**config.mk**
```make
export PLATFORM = sky130hd
export DESIGN_NAME = mem_req_unit
export DESIGN_NICKNAME = d
export VERILOG_FILES = /design/src/rtl/rv32i_types.sv /design/src/rtl/mem_req_types.sv /design/src/rtl/mem_be_gen.sv /design/src/rtl/mem_req_unit.sv
export SDC_FILE = /design/constraint.sdc
export NUM_CORES = 1
export LEC_CHECK = 0
export CAP_MARGIN = 20
export CORE_ASPECT_RATIO = 0.75
export CORE_MARGIN = 8
export CORE_UTILIZATION = 36
export DETAILED_ROUTE_END_ITERATION = 6
export PLACE_DENSITY = 0.77
export SYNTH_ARGS = -nofsm -noshare
export SYNTH_HDL_FRONTEND = slang
export SYNTH_SLANG_ARGS = --single-unit
```
**constraint.sdc**
```tcl
create_clock -name clk -period 1.31 [get_ports clk]
set_input_delay 0.262 -clock clk [delete_from_list [all_inputs] [get_ports clk]]
set_output_delay 0.262 -clock clk [all_outputs]
set_load 0.01 [all_outputs]
```
**src/rtl/rv32i_types.sv**
```systemverilog
// RV32I load/store funct3 encodings shared by the core and its memory-side units.
package rv32i_types;

    typedef enum logic [2:0] {
        lb  = 3'b000,
        lh  = 3'b001,
        lw  = 3'b010,
        lbu = 3'b100,
        lhu = 3'b101
    } load_funct3_t;

    typedef enum logic [2:0] {
        sb = 3'b000,
        sh = 3'b001,
        sw = 3'b010
    } store_funct3_t;

endpackage

```
**src/rtl/mem_req_types.sv**
```systemverilog
// Types and constants for the memory request unit: FSM states, lane-enable patterns, bus widths.
package mem_req_types;

    import rv32i_types::*;

    typedef logic [31:0] word_t;
    typedef logic [3:0]  be_t;
    typedef logic [2:0]  funct3_t;
    typedef logic [1:0]  ls2_t;

    typedef enum logic {
        DIR_READ  = 1'b0,
        DIR_WRITE = 1'b1
    } dir_t;

    typedef enum logic [1:0] {
        IDLE  = 2'd0,
        ISSUE = 2'd1,
        DONE  = 2'd2
    } state_t;

    localparam be_t BE_BYTE = 4'b0001;
    localparam be_t BE_HALF = 4'b0011;
    localparam be_t BE_WORD = 4'b1111;

endpackage

```
**src/rtl/mem_be_gen.sv**
```systemverilog
// Combinational lane-enable and misalignment decode from access width and low address bits.
// Zero latency; no handshake.
module mem_be_gen
    import rv32i_types::*;
    import mem_req_types::*;
(
    input  logic [2:0] i_funct3,
    input  logic [1:0] i_ls2,
    input  logic       i_write,
    output logic [3:0] o_be,
    output logic       o_misaligned
);

    always_comb begin
        o_be         = BE_WORD;
        o_misaligned = 1'b0;
        if (i_write) begin
            case (i_funct3)
                sb: o_be = BE_BYTE << i_ls2;
                sh: begin
                    o_be         = BE_HALF << i_ls2;
                    o_misaligned = (i_ls2 == 2'd3);
                end
                // Unknown store widths behave as full-word stores.
                default: o_misaligned = (i_ls2 != 2'd0);
            endcase
        end else begin
            case (i_funct3)
                lb, lbu: o_misaligned = 1'b0;
                lh, lhu: o_misaligned = (i_ls2 == 2'd3);
                default: o_misaligned = (i_ls2 != 2'd0);
            endcase
        end
    end

endmodule

```
**src/rtl/mem_req_unit.sv**
```systemverilog
// Registers one CPU load/store, drives the memory strobe, returns a one-cycle cpu_resp (optional MEM_REQ_TIMEOUT_EN).
// Strobe 1 cycle after request, cpu_resp 1 cycle after mem_resp; CPU holds its level request until cpu_resp.
module mem_req_unit
    import mem_req_types::*;
#(
    parameter int TIMEOUT_CYCLES = 255
) (
    input  logic        clk,
    input  logic        rst,
    input  logic        cpu_read,
    input  logic        cpu_write,
    input  logic [2:0]  cpu_funct3,
    input  logic [31:0] cpu_address,
    input  logic [1:0]  cpu_addr_ls2,
    input  logic [31:0] cpu_wdata,
    output logic [31:0] cpu_rdata,
    output logic        cpu_resp,
    output logic        cpu_err,
    output logic        mem_read,
    output logic        mem_write,
    output logic [31:0] mem_address,
    output logic [31:0] mem_wdata,
    output logic [3:0]  mem_byte_enable,
    input  logic [31:0] mem_rdata,
    input  logic        mem_resp
);

    state_t r_state;
    state_t w_state_next;

    word_t  r_addr;
    word_t  r_wdata;
    word_t  r_rdata;
    be_t    r_be;
    dir_t   r_dir;
    logic   r_err;

    logic   w_req;
    logic   w_conflict;
    logic   w_misaligned;
    logic   w_reject;
    logic   w_expire;
    be_t    w_be;

    assign w_req      = cpu_read | cpu_write;
    assign w_conflict = cpu_read & cpu_write;
    assign w_reject   = w_misaligned | w_conflict;

    mem_be_gen u_be_gen (
        .i_funct3     (cpu_funct3),
        .i_ls2        (cpu_addr_ls2),
        .i_write      (cpu_write),
        .o_be         (w_be),
        .o_misaligned (w_misaligned)
    );

`ifdef MEM_REQ_TIMEOUT_EN
    localparam int CNT_W = $clog2(TIMEOUT_CYCLES + 1);

    logic [CNT_W-1:0] r_cnt;

    // Count is zero on the first ISSUE cycle, so expiry fires on the TIMEOUT_CYCLES-th strobe cycle.
    always_ff @(posedge clk or negedge rst) begin
        if (!rst) begin
            r_cnt <= '0;
        end else if (r_state == IDLE) begin
            r_cnt <= '0;
        end else if (r_state == ISSUE) begin
            r_cnt <= r_cnt + CNT_W'(1);
        end
    end

    assign w_expire = (r_state == ISSUE) && !mem_resp &&
                      (r_cnt == CNT_W'(TIMEOUT_CYCLES - 1));
`else
    logic w_unused_timeout;

    assign w_unused_timeout = ^TIMEOUT_CYCLES;
    assign w_expire         = 1'b0;
`endif

    always_ff @(posedge clk or negedge rst) begin
        if (!rst) begin
            r_state <= IDLE;
        end else begin
            r_state <= w_state_next;
        end
    end

    always_comb begin
        w_state_next = r_state;
        case (r_state)
            IDLE: begin
                if (w_req) begin
                    w_state_next = w_reject ? DONE : ISSUE;
                end
            end
            ISSUE: begin
                if (mem_resp || w_expire) begin
                    w_state_next = DONE;
                end
            end
            DONE:    w_state_next = IDLE;
            default: w_state_next = IDLE;
        endcase
    end

    always_ff @(posedge clk or negedge rst) begin
        if (!rst) begin
            r_addr  <= '0;
            r_wdata <= '0;
            r_rdata <= '0;
            r_be    <= '0;
            r_dir   <= DIR_READ;
            r_err   <= 1'b0;
        end else begin
            case (r_state)
                IDLE: begin
                    if (w_req) begin
                        r_addr  <= cpu_address;
                        r_wdata <= cpu_wdata;
                        r_be    <= w_be;
                        r_dir   <= cpu_write ? DIR_WRITE : DIR_READ;
                        r_err   <= w_reject;
                        if (w_reject) begin
                            r_rdata <= '0;
                        end
                    end
                end
                ISSUE: begin
                    if (mem_resp) begin
                        if (r_dir == DIR_READ) begin
                            r_rdata <= mem_rdata;
                        end
                    end else if (w_expire) begin
                        r_err   <= 1'b1;
                        r_rdata <= '0;
                    end
                end
                default: ;
            endcase
        end
    end

    // Strobes decode straight from the state register so reset removes them without a clock.
    assign mem_read        = (r_state == ISSUE) && (r_dir == DIR_READ);
    assign mem_write       = (r_state == ISSUE) && (r_dir == DIR_WRITE);
    assign mem_address     = r_addr;
    assign mem_wdata       = r_wdata;
    assign mem_byte_enable = r_be;

    assign cpu_resp  = (r_state == DONE);
    assign cpu_err   = (r_state == DONE) && r_err;
    assign cpu_rdata = r_rdata;

endmodule

```
==> run summary <==
run status: finished with violations
failing checks: setup timing
DRT Wirelength: 16.1 mm
Pre-antenna DRT Iters: 4
Area Overhead vs Synth: 88.8%
Max Freq: 648 MHz
Worst Setup SP: r_state[0]$_DFFE_PN0P_
CP required: 1.53 ns
Crit Reg-Reg Startpoint: r_state[0]$_DFFE_PN0P_
RSZ-0062 raised after global routing: true
leak pwr: 3.84 nW
Synth top area share: 63.6%
Clock power frac: 16.9%
GPL Wtd Cong: 0.744
slew margin rel.: 62.4%
nets: 767
Largest stage delay, worst path: 0.46 ns
cell taking the most area after synthesis: dfrtp_1
Via density: 4.89
via count: 3945
Pint: 10.2 mW
DP HPWL: 9.80 mm
ranking of synthesized cells by area: dfrtp_1, nand2_1, a22o_1
Antenna diodes: 0
setup violators final: 106
power density over the cells: 2070 nW/um2
Rows: 33
Core Region: 11000 um2
DR top layer: met4
Final period util: 118%
clk_lat worst skew: 0.34 ns
# Max-Cap Violations: 0
vias in the first global route: 4202
Initial Util: 37.1%
Tightest Pin Transition: 0.561 ns
CTS tree: yes
main flop type after synthesis: dfrtp_1
final hold slack: 0.336 ns
worst r2r path cells: 6
drt drc: 0
switching power of the nets: 5.86 mW
GRT Residual Overflow: 0
IO buf count: 209
initial antenna violation count: 0
Sw Share: 36.6%
CTS buffer count: 9
die area: 15100 um2
Comb pwr share: 49.8%
synth warn: 0
hold crit path type: input port to asynchronous set/reset pin
Fin. Hold Viols: 0
Seq/Total Area, Yosys: 63.6%
WL met2: 7.93 mm
Post-Place Worst Slack: -0.772 ns
DR WL met3: 1.28 mm
post-synth cell types: 32
post-synthesis cell count: 398
Synth Register Bits: 104
die height: 108 um
ANT nets after route: 0
worst path arrival time: 1.76 ns
Tmin final: 1.54 ns
first-pass GRT wire length: 23.9 mm
clock slew at reported path FFs: 0.07 ns
placed inst area: 6500 um2
total negative slack: -18.05 ns
total power: 16.0 mW
met1 wire length: 6.66 mm
maximum clock insertion buffer count: 2
max-slew violation count: 0
CTS H-tree lvls: 3
Total GRT Usage: 20.4%
Post-synth EDFFs: 0
clock sinks: 104
Flop pwr share: 33.2%
FFs w/ async S/R, synth: 100%
WL/cell: 19.9 um
kind of critical path: flip-flop to flip-flop
share of cells above drive strength 1: 27.6%
Post-Synthesis Net Count: 504
Worst Setup End Kind: flip-flop
Crit Path Max Fanout: 5
Setup Skew: 0.00966 ns
CP Cell Sequence: buf_6, o22ai_4, nand4b_4, buf_12, buf_16, a22o_1
DR iter-0 viols: 194
Worst setup SP type: flip-flop
register-to-register path setup slack: -0.23 ns
Final Instance Area: 7730 um2
final worst slack: -0.232 ns
CP max stage cell: dfrtp_2
fillers: 787
CTS Root Buffer Type: clkbuf_16
Peak VDD IR: 1.07 mV
post-synthesis cell area: 4090 um2
Post-Synthesis Mean Instance Area: 10.3 um2
die width: 139 um
pin count of the biggest net entering global routing: 49
IO Count: 210
## logic make-up after synthesis
logic type / after synthesis / share of synthesized area (%)
DFF: 104 / 63.6
AOI/OAI and AO/OA: 47 / 9.81
muxes: 1 / 0.275
and+or+nand+nor: 221 / 21.9
buffers and inverters: 25 / 4.46
## critical path, delay by kind of cell (launching register included)
kind | cells | cell delay (ns)
DFF | 1 | 0.46
buffers and inverters | 3 | 0.45
AOI/OAI and AO/OA | 2 | 0.36
and+or+nand+nor | 1 | 0.15
## area by class of cell
cell class / instances / area, um2 / area share [%]
clock inverters: 5 / 56.3 / 0.729
repair buffers: 276 / 2940 / 38.0
multi-input cells: 269 / 1700 / 22.0
flip-flops and latches: 104 / 2610 / 33.7
inverters: 1 / 6.26 / 0.0810
well taps: 140 / 175 / 2.27
clock buffers: 11 / 243 / 3.14
## per-layer routing
| layer | vias to the layer above | track usage [%] |
|---|---|---|
| met5 | - | 0 |
| met4 | 0 | 4.84 |
| met3 | 17 | 8.10 |
| met2 | 154 | 34.0 |
| met1 | 1944 | 24.6 |
| li1 | 1830 | - |
## state kept, by name, summed over array words and instances, names as in the netlist
signal and flops:
mem_byte_enable 4, mem_wdata 32, r_dir 1, r_state 2, mem_address 32, r_err 1
cpu_rdata 32
## Yosys cell counts (all sizes together), types with 2 or more instances
cell,count
buf,14
nor2b,2
o22ai,2
o22a,4
and2,2
nor3,3
nand3,3
o21ai,3
a22o,33
nand2,197
dfrtp,104
clkbuf,10
nor2,8
nor3b,2
## repair_timing
item | CTS | global route
hold endpoints to repair | 15 | 0
buffers inserted | 11 | 16
resized for setup | 176 | 165
cloned | 13 | 4
hold buffers | 1 | 0
endpoints found under the setup margin | 207 | 159
pin swaps | 14 | 65
## layout by cell type, fill, tap and decap left out, drive strengths merged, types with 3 or more instances in the layout
cell / instances
nand2: 197
dfrtp: 104
clkdlybuf4s50: 97
buf: 66
clkdlybuf4s15: 59
dlygate4sd2: 39
a22o: 33
clkbuf: 25
nor2: 8
o22a: 4
nor3: 3
clkinv: 3
o21ai: 3
nand3: 3
## final timing paths
kind	endpoint
max	cpu_rdata[8]$_DFFE_PN0P_
min	mem_address[8]$_DFFE_PN0P_
max reg2reg	cpu_rdata[8]$_DFFE_PN0P_
min reg2reg	mem_address[3]$_DFFE_PN0P_
max in group asynchronous	r_state[1]$_DFFE_PN0P_
min in group clk	mem_byte_enable[1]$_DFFE_PN0P_
## power groups by stage
stage,registers (mW),clock network [mW],logic (mW)
global placement,5.12,0,6.01
finish,5.32,2.71,7.98
CTS,5.11,2.81,7.05
floorplan,5.68,0,1.87
global route,5.46,2.93,8.50
detailed placement,5.16,0,6.16
## metrics by stage
step / util [%] / std cells
final: 70.1 / 806
after global placement: 59.0 / 750
after floorplan: - / 398
after CTS: 66.4 / 791
after global routing: 70.1 / 806
after detailed placement: 59.0 / 750
(Power assumes the default switching activity.)
